## config.mk

```make
export PLATFORM = sky130hd
export DESIGN_NAME = retry_controller_flat
export DESIGN_NICKNAME = d
export VERILOG_FILES = /design/src/rtl/retry_controller_pkg.sv /design/src/rtl/retry_controller_if.sv /design/src/rtl/retry_controller_timer.sv /design/src/rtl/retry_controller.sv /design/src/flat_wrapper.sv
export SDC_FILE = /design/constraint.sdc
export NUM_CORES = 1
export LEC_CHECK = 0
export BUFFER_PORTS_ARGS = -buffer_cell sky130_fd_sc_hd__buf_2
export CAP_MARGIN = 15
export CORE_MARGIN = 2
export CORE_UTILIZATION = 50
export CTS_BUF_LIST = sky130_fd_sc_hd__clkbuf_4 sky130_fd_sc_hd__clkbuf_8 sky130_fd_sc_hd__clkbuf_16
export CTS_CLUSTER_SIZE = 24
export DETAILED_ROUTE_END_ITERATION = 12
export PLACE_DENSITY = 0.81
export SYNTH_ARGS = -nofsm -noshare
export SYNTH_HDL_FRONTEND = slang
export SYNTH_SLANG_ARGS = --single-unit
export TNS_END_PERCENT = 1
```

## constraint.sdc

```tcl
create_clock -name clk -period 5.5 [get_ports clk]
set_input_delay 0.825 -clock clk [delete_from_list [all_inputs] [get_ports clk]]
set_output_delay 0.825 -clock clk [all_outputs]
set_load 0.005 [all_outputs]
```

## src/rtl/retry_controller_pkg.sv

```systemverilog
// Shared types and elaboration helpers for the retry controller slice.
package retry_ctrl_pkg;

  typedef enum logic [2:0] {
    IDLE     = 3'd0,
    ISSUE    = 3'd1,
    WAIT_RSP = 3'd2,
    BACKOFF  = 3'd3,
    REPORT   = 3'd4,
    FAILED   = 3'd5
  } state_t;

  typedef enum logic [1:0] {
    OK                = 2'd0,
    EXHAUSTED_ERR     = 2'd1,
    CRITICAL          = 2'd2,
    EXHAUSTED_TIMEOUT = 2'd3
  } status_t;

  function automatic int unsigned max_u(input int unsigned a, input int unsigned b);
    return (a > b) ? a : b;
  endfunction

  // Backoff before retry k, where prev_retries = k-1.
  function automatic int unsigned backoff_cycles(input int unsigned base,
                                                 input int unsigned prev_retries,
                                                 input int unsigned max_shift);
    return base << ((prev_retries < max_shift) ? prev_retries : max_shift);
  endfunction

endpackage

```

## src/rtl/retry_controller_if.sv

```systemverilog
// Bundles the upstream, downstream, response, completion and status signals.
interface retry_controller_if #(
  parameter int unsigned DATA_WIDTH  = 32,
  parameter int unsigned MAX_RETRIES = 3
);
  localparam int unsigned RCW = $clog2(MAX_RETRIES + 1);

  logic                  s_valid;
  logic                  s_ready;
  logic [DATA_WIDTH-1:0] s_data;
  logic                  m_valid;
  logic                  m_ready;
  logic [DATA_WIDTH-1:0] m_data;
  logic                  rsp_valid;
  logic                  rsp_error;
  logic                  rsp_critical;
  logic [DATA_WIDTH-1:0] rsp_data;
  logic                  r_valid;
  logic                  r_ready;
  logic [1:0]            r_status;
  logic [DATA_WIDTH-1:0] r_data;
  logic                  clear_fail;
  logic [2:0]            recovery_state;
  logic [RCW-1:0]        retry_count;
  logic [15:0]           total_retries;

  modport slave (
    input  s_valid, s_data, m_ready, rsp_valid, rsp_error, rsp_critical, rsp_data,
           r_ready, clear_fail,
    output s_ready, m_valid, m_data, r_valid, r_status, r_data,
           recovery_state, retry_count, total_retries
  );

  modport master (
    output s_valid, s_data, m_ready, rsp_valid, rsp_error, rsp_critical, rsp_data,
           r_ready, clear_fail,
    input  s_ready, m_valid, m_data, r_valid, r_status, r_data,
           recovery_state, retry_count, total_retries
  );
endinterface

```

## src/rtl/retry_controller_timer.sv

```systemverilog
// Loadable down-counter shared by the response timeout and the retry backoff.
module retry_timer #(
  parameter int unsigned WIDTH = 8
) (
  input  logic             clk,
  input  logic             rst_n,
  input  logic             load_i,
  input  logic [WIDTH-1:0] load_val_i,
  input  logic             dec_i,
  output logic             zero_o
);
  logic [WIDTH-1:0] count_q;

  always_ff @(posedge clk or negedge rst_n) begin
    if (!rst_n) begin
      count_q <= '0;
    end else if (load_i) begin
      count_q <= load_val_i;
    end else if (dec_i && (count_q != '0)) begin
      count_q <= count_q - 1'b1;
    end
  end

  assign zero_o = (count_q == '0);
endmodule

```

## src/rtl/retry_controller.sv

```systemverilog
// Single-outstanding request issuer with timeout watchdog, capped exponential
// backoff retries, one status completion per request and a sticky FAILED state.
module retry_controller
  import retry_ctrl_pkg::*;
#(
  parameter int unsigned DATA_WIDTH        = 32,
  parameter int unsigned MAX_RETRIES       = 3,
  parameter int unsigned BACKOFF_BASE      = 4,
  parameter int unsigned BACKOFF_MAX_SHIFT = 3,
  parameter int unsigned TIMEOUT_CYCLES    = 64
) (
  input logic               clk,
  input logic               rst_n,
  retry_controller_if.slave bus
);
  localparam int unsigned RCW    = $clog2(MAX_RETRIES + 1);
  localparam int unsigned BO_MAX = BACKOFF_BASE << BACKOFF_MAX_SHIFT;
  localparam int unsigned TW     = $clog2(max_u(TIMEOUT_CYCLES, BO_MAX) + 1);

  if ((MAX_RETRIES == 0) || (BACKOFF_BASE == 0) || (TIMEOUT_CYCLES == 0)) begin : g_bad_params
    $error("retry_controller: MAX_RETRIES, BACKOFF_BASE and TIMEOUT_CYCLES must be nonzero");
  end

  state_t                state_q, state_d;
  status_t               status_q, status_d;
  logic [DATA_WIDTH-1:0] req_q, req_d;
  logic [DATA_WIDTH-1:0] rdata_q, rdata_d;
  logic [RCW-1:0]        rc_q, rc_d;
  logic [15:0]           total_q, total_d;

  logic          tmr_load;
  logic [TW-1:0] tmr_val;
  logic          tmr_dec;
  logic          tmr_zero;
  logic          fail;
  logic          fail_tmo;

  retry_timer #(.WIDTH(TW)) u_timer (
    .clk        (clk),
    .rst_n      (rst_n),
    .load_i     (tmr_load),
    .load_val_i (tmr_val),
    .dec_i      (tmr_dec),
    .zero_o     (tmr_zero)
  );

  always_comb begin
    state_d  = state_q;
    status_d = status_q;
    req_d    = req_q;
    rdata_d  = rdata_q;
    rc_d     = rc_q;
    total_d  = total_q;
    tmr_load = 1'b0;
    tmr_val  = '0;
    tmr_dec  = 1'b0;
    fail     = 1'b0;
    fail_tmo = 1'b0;

    case (state_q)
      IDLE: begin
        if (bus.s_valid) begin
          req_d   = bus.s_data;
          rc_d    = '0;
          state_d = ISSUE;
        end
      end
      ISSUE: begin
        if (bus.m_ready) begin
          tmr_load = 1'b1;
          tmr_val  = TW'(TIMEOUT_CYCLES - 1);
          state_d  = WAIT_RSP;
        end
      end
      WAIT_RSP: begin
        // A response in the timer's last cycle takes priority over the timeout.
        if (bus.rsp_valid && bus.rsp_critical) begin
          status_d = CRITICAL;
          rdata_d  = req_q;
          state_d  = REPORT;
        end else if (bus.rsp_valid && !bus.rsp_error) begin
          status_d = OK;
          rdata_d  = bus.rsp_data;
          state_d  = REPORT;
        end else if (bus.rsp_valid) begin
          fail = 1'b1;
        end else if (tmr_zero) begin
          fail     = 1'b1;
          fail_tmo = 1'b1;
        end else begin
          tmr_dec = 1'b1;
        end

        if (fail) begin
          if (rc_q < RCW'(MAX_RETRIES)) begin
            rc_d     = rc_q + 1'b1;
            total_d  = (total_q == 16'hFFFF) ? total_q : total_q + 16'd1;
            tmr_load = 1'b1;
            tmr_val  = TW'(backoff_cycles(BACKOFF_BASE, int'(rc_q), BACKOFF_MAX_SHIFT) - 1);
            state_d  = BACKOFF;
          end else begin
            status_d = fail_tmo ? EXHAUSTED_TIMEOUT : EXHAUSTED_ERR;
            rdata_d  = req_q;
            state_d  = REPORT;
          end
        end
      end
      BACKOFF: begin
        if (tmr_zero) begin
          state_d = ISSUE;
        end else begin
          tmr_dec = 1'b1;
        end
      end
      REPORT: begin
        if (bus.r_ready) begin
          state_d = (status_q == CRITICAL) ? FAILED : IDLE;
        end
      end
      FAILED: begin
        if (bus.clear_fail) begin
          state_d = IDLE;
        end
      end
      default: state_d = IDLE;
    endcase
  end

  always_ff @(posedge clk or negedge rst_n) begin
    if (!rst_n) begin
      state_q  <= IDLE;
      status_q <= OK;
      req_q    <= '0;
      rdata_q  <= '0;
      rc_q     <= '0;
      total_q  <= '0;
    end else begin
      state_q  <= state_d;
      status_q <= status_d;
      req_q    <= req_d;
      rdata_q  <= rdata_d;
      rc_q     <= rc_d;
      total_q  <= total_d;
    end
  end

  assign bus.s_ready        = (state_q == IDLE);
  assign bus.m_valid        = (state_q == ISSUE);
  assign bus.m_data         = req_q;
  assign bus.r_valid        = (state_q == REPORT);
  assign bus.r_status       = status_q;
  assign bus.r_data         = rdata_q;
  assign bus.recovery_state = state_q;
  assign bus.retry_count    = rc_q;
  assign bus.total_retries  = total_q;
endmodule

```

## src/flat_wrapper.sv

```systemverilog
// flat-port wrapper written by rule: the top's interface ports become plain ports
module retry_controller_flat import retry_ctrl_pkg::*;
#(
  parameter int unsigned DATA_WIDTH        = 32,
  parameter int unsigned MAX_RETRIES       = 3,
  parameter int unsigned BACKOFF_BASE      = 4,
  parameter int unsigned BACKOFF_MAX_SHIFT = 3,
  parameter int unsigned TIMEOUT_CYCLES    = 64
)
  (clk, rst_n, bus_s_valid, bus_s_data, bus_m_ready, bus_rsp_valid, bus_rsp_error, bus_rsp_critical, bus_rsp_data, bus_r_ready, bus_clear_fail, bus_s_ready, bus_m_valid, bus_m_data, bus_r_valid, bus_r_status, bus_r_data, bus_recovery_state, bus_retry_count, bus_total_retries);
  retry_controller_if #(.DATA_WIDTH(DATA_WIDTH), .MAX_RETRIES(MAX_RETRIES)) bus_i ();
  input logic clk;
  input logic rst_n;
  input wire logic [$bits(bus_i.s_valid)-1:0] bus_s_valid;
  input wire logic [$bits(bus_i.s_data)-1:0] bus_s_data;
  input wire logic [$bits(bus_i.m_ready)-1:0] bus_m_ready;
  input wire logic [$bits(bus_i.rsp_valid)-1:0] bus_rsp_valid;
  input wire logic [$bits(bus_i.rsp_error)-1:0] bus_rsp_error;
  input wire logic [$bits(bus_i.rsp_critical)-1:0] bus_rsp_critical;
  input wire logic [$bits(bus_i.rsp_data)-1:0] bus_rsp_data;
  input wire logic [$bits(bus_i.r_ready)-1:0] bus_r_ready;
  input wire logic [$bits(bus_i.clear_fail)-1:0] bus_clear_fail;
  output wire logic [$bits(bus_i.s_ready)-1:0] bus_s_ready;
  output wire logic [$bits(bus_i.m_valid)-1:0] bus_m_valid;
  output wire logic [$bits(bus_i.m_data)-1:0] bus_m_data;
  output wire logic [$bits(bus_i.r_valid)-1:0] bus_r_valid;
  output wire logic [$bits(bus_i.r_status)-1:0] bus_r_status;
  output wire logic [$bits(bus_i.r_data)-1:0] bus_r_data;
  output wire logic [$bits(bus_i.recovery_state)-1:0] bus_recovery_state;
  output wire logic [$bits(bus_i.retry_count)-1:0] bus_retry_count;
  output wire logic [$bits(bus_i.total_retries)-1:0] bus_total_retries;
  assign bus_i.s_valid = bus_s_valid;
  assign bus_i.s_data = bus_s_data;
  assign bus_i.m_ready = bus_m_ready;
  assign bus_i.rsp_valid = bus_rsp_valid;
  assign bus_i.rsp_error = bus_rsp_error;
  assign bus_i.rsp_critical = bus_rsp_critical;
  assign bus_i.rsp_data = bus_rsp_data;
  assign bus_i.r_ready = bus_r_ready;
  assign bus_i.clear_fail = bus_clear_fail;
  assign bus_s_ready = bus_i.s_ready;
  assign bus_m_valid = bus_i.m_valid;
  assign bus_m_data = bus_i.m_data;
  assign bus_r_valid = bus_i.r_valid;
  assign bus_r_status = bus_i.r_status;
  assign bus_r_data = bus_i.r_data;
  assign bus_recovery_state = bus_i.recovery_state;
  assign bus_retry_count = bus_i.retry_count;
  assign bus_total_retries = bus_i.total_retries;
  retry_controller #(.DATA_WIDTH(DATA_WIDTH), .MAX_RETRIES(MAX_RETRIES), .BACKOFF_BASE(BACKOFF_BASE), .BACKOFF_MAX_SHIFT(BACKOFF_MAX_SHIFT), .TIMEOUT_CYCLES(TIMEOUT_CYCLES)) u_core (.clk(clk), .rst_n(rst_n), .bus(bus_i));
endmodule
```

==> metrics.yaml <==
run_status:
  outcome: "complete, no violations"
synth:
  synth_async_sr_flop_share: 1.000
  synthDistinctLibCells: 53
  synth_fp_nets: 432
  syn_avg_cell_area_sq_um: 12.34
  netlist_area_sq_um: 4357
  ys_seq_area_frac: 0.5399
  synth_ff_type: "dfrtp_1"
  ys.warnings.count: 0
  synth-seq-cells: 94
  syn_inst: 353
  synth_edf_count: 0
sta:
  fin_crit_ns: 2.638
  slew_headroom: 0.2722
  tightest_slew_ns: 1.092
  setup-violations-final: 0
  hold_viol: 0
  grt_setup_unrepaired: "false"
  finalClockSkew_ns: 0.01594
  fin_tns_setup_ns: 0
  fmax_ghz: 0.3791
  finalCritPeriodShare: 0.4797
  slew_violations: 0
route:
  route.met2.wl_mm: 5.383
  via_per_inst: 5.541
  ant_nets: 0
  dr.pass1.iters: 4
  wl_met3_um: 708
  routedWlPerCell_um: 17.19
  postRouteWirelength_mm: 10.78
  dr_total_vias: 3474
  top_layer: "met4"
  drt_iter0_drc: 126
  wl_met1_mm: 4.443
  drc: 0
grt:
  grt_usage: 0.2292
  antenna_found_initial: 0
  grt_pass1_vias: 3501
  grt.overflow.total: 0
  grt_max_degree: 73
  grt_pass1_wl_mm: 17.28
critical_path:
  end_kind: "register"
  path_class: "register to register"
  startpoint: "u_core.u_timer.count_q[0]"
  required_ns: 5.79
  arrival_ns: 2.93
  r2r-start: "u_core.u_timer.count_q[0]"
  cp-start-kind: "register"
  path_max_fanout: 18
cells_and_area:
  syn_to_final_growth_pct: 26.08
  layout-drive-gt1-share: 0.5106
  diodes: 0
  post-route-util: 0.6392
  finalNetCount: 593
die:
  die_x_um: 97.35
  core_sq_um: 8593
  start_util: 0.5070
  die_height_um: 97.35
  num_rows: 34
  die-area_sq_um: 9476
  pin_count: 163
clocking:
  cts_resized: 0
  hold_buffers: 0
  root_buffer: "clkbuf_8"
  cts.sink_count: 94
  cts-htree-levels: 3
  post-cts-setup-buffers: 0
  clk_latency_ns: 0.37
  cts_buffer_depth: 2
  clk_pin_slew_worst_paths_ns: 0.10
  cts_inserted_buffers: 9
  cts_tree: "built"
pwr:
  power.leakage_nw: 2.586
  peakVddDrop_mv: 0.2671
  power_density_nw_per_um2: 501.8
placement:
  gp_congestion: 0.8251
  dp_hpwl_mm: 7.872
  port_buffers: 162
worst_hold_path:
  hold_class: "input port to async pin"
run:
  cap_violations: 0
==> worst max-delay path, cell delays in order (launching register included) <==
cell     delay, ns
dfrtp_1       0.40
inv_1         0.10
ha_1          0.17
inv_1         0.11
o41ai_4       0.59
nand2_1       0.17
nor2_2        0.58
buf_8         0.25
o221a_2       0.20
==> cells by family after synthesis <==
group	after synthesis	share of synthesized area
buffers and inverters	25	0.02527
AOI/OAI and AO/OA	64	0.1402
xor gates and xnor gates	13	0.02613
and+or+nand+nor	113	0.1534
muxes	38	0.09793
adders and majority gates	6	0.01723
DFF	94	0.5399
==> per-layer routing <==
layer,up-vias,GRT usage
li1,1623,-
met1,1694,0.2967
met2,136,0.3755
met3,21,0.05755
met4,0,0.08547
met5,-,0
==> sequential cells by signal (all words and copies together), names as in the netlist <==
| signal | cells |
|---|---|
| u_core.bus.r_status | 2 |
| u_core.bus.retry_count | 2 |
| u_core.u_timer.count_q | 7 |
| u_core.bus.recovery_state | 3 |
| u_core.bus.r_data | 32 |
| u_core.bus.total_retries | 16 |
| u_core.bus.m_data | 32 |
==> synth_stat cells (4+ instances only) <==
master	instances	area share
xor2_1	8	0.016
xnor2_1	5	0.010
nor2_1	11	0.0095
inv_1	9	0.0078
dfrtp_1	94	0.54
ha_1	6	0.017
o221a_2	32	0.083
clkbuf_1	9	0.0078
nand3_1	10	0.011
nand2b_1	38	0.055
a21oi_1	7	0.0080
nor3_1	9	0.010
buf_2	4	0.0046
mux2_2	37	0.096
nand2_1	19	0.016
==> final timing paths <==
path / to / slack, ns / cells past startpoint
worst max-delay path: u_core.bus.r_data[2] / 2.86 / 8
min in group clk: u_core.bus.total_retries[13] / 0.50 / 1
worst max register to register: u_core.bus.r_data[2] / 2.86 / 8
worst min-delay path: u_core.bus.m_data[12] / 0.33 / 1
worst min register to register: u_core.bus.total_retries[13] / 0.50 / 1
max in group asynchronous: u_core.bus.recovery_state[2] / 3.98 / 2
==> report_power, final <==
group | switching, mW | internal, mW
Combinational | 0.416 | 0.567
Clock | 0.246 | 0.268
Sequential | 0.268 | 0.990
==> layout make-up <==
class                   instances  area [sq um]
fillers                       699          3100
flip-flops and latches         94          2352
multi-input cells             234          1899
repair buffers                166         850.8
clock buffers                  11         138.9
well taps                     108         135.1
clock inverters                 5         82.58
inverters                       9         33.78
==> stage by stage <==
stage / instance area [sq um] / cells / hold WS (ns) / setup WS, ns / total power, mW
floorplan: 4357 / 353 / 0.4770 / 3.258 / 1.777
global placement: 5256 / 610 / 0.4655 / 2.641 / 2.214
detailed placement: 5271 / 611 / 0.4834 / 2.912 / 2.262
CTS: 5493 / 627 / 0.3293 / 2.887 / 2.774
global route: 5493 / 627 / 0.3227 / 2.669 / 2.940
finish: 5493 / 627 / 0.3253 / 2.862 / 2.756
==> placed cells by master (no fill, tap or decap), types with 4 or more instances in the layout <==
cell type / n
ha_1: 6
buf_2: 161
nand3_1: 10
dfrtp_1: 94
buf_4: 4
nand2b_1: 38
nand2_1: 19
nor3_1: 8
nor2_1: 11
o221a_2: 32
clkbuf_8: 9
xor2_1: 8
inv_1: 9
a21oi_1: 7
mux2_2: 37
xnor2_1: 5
(Power assumes the default switching activity.)
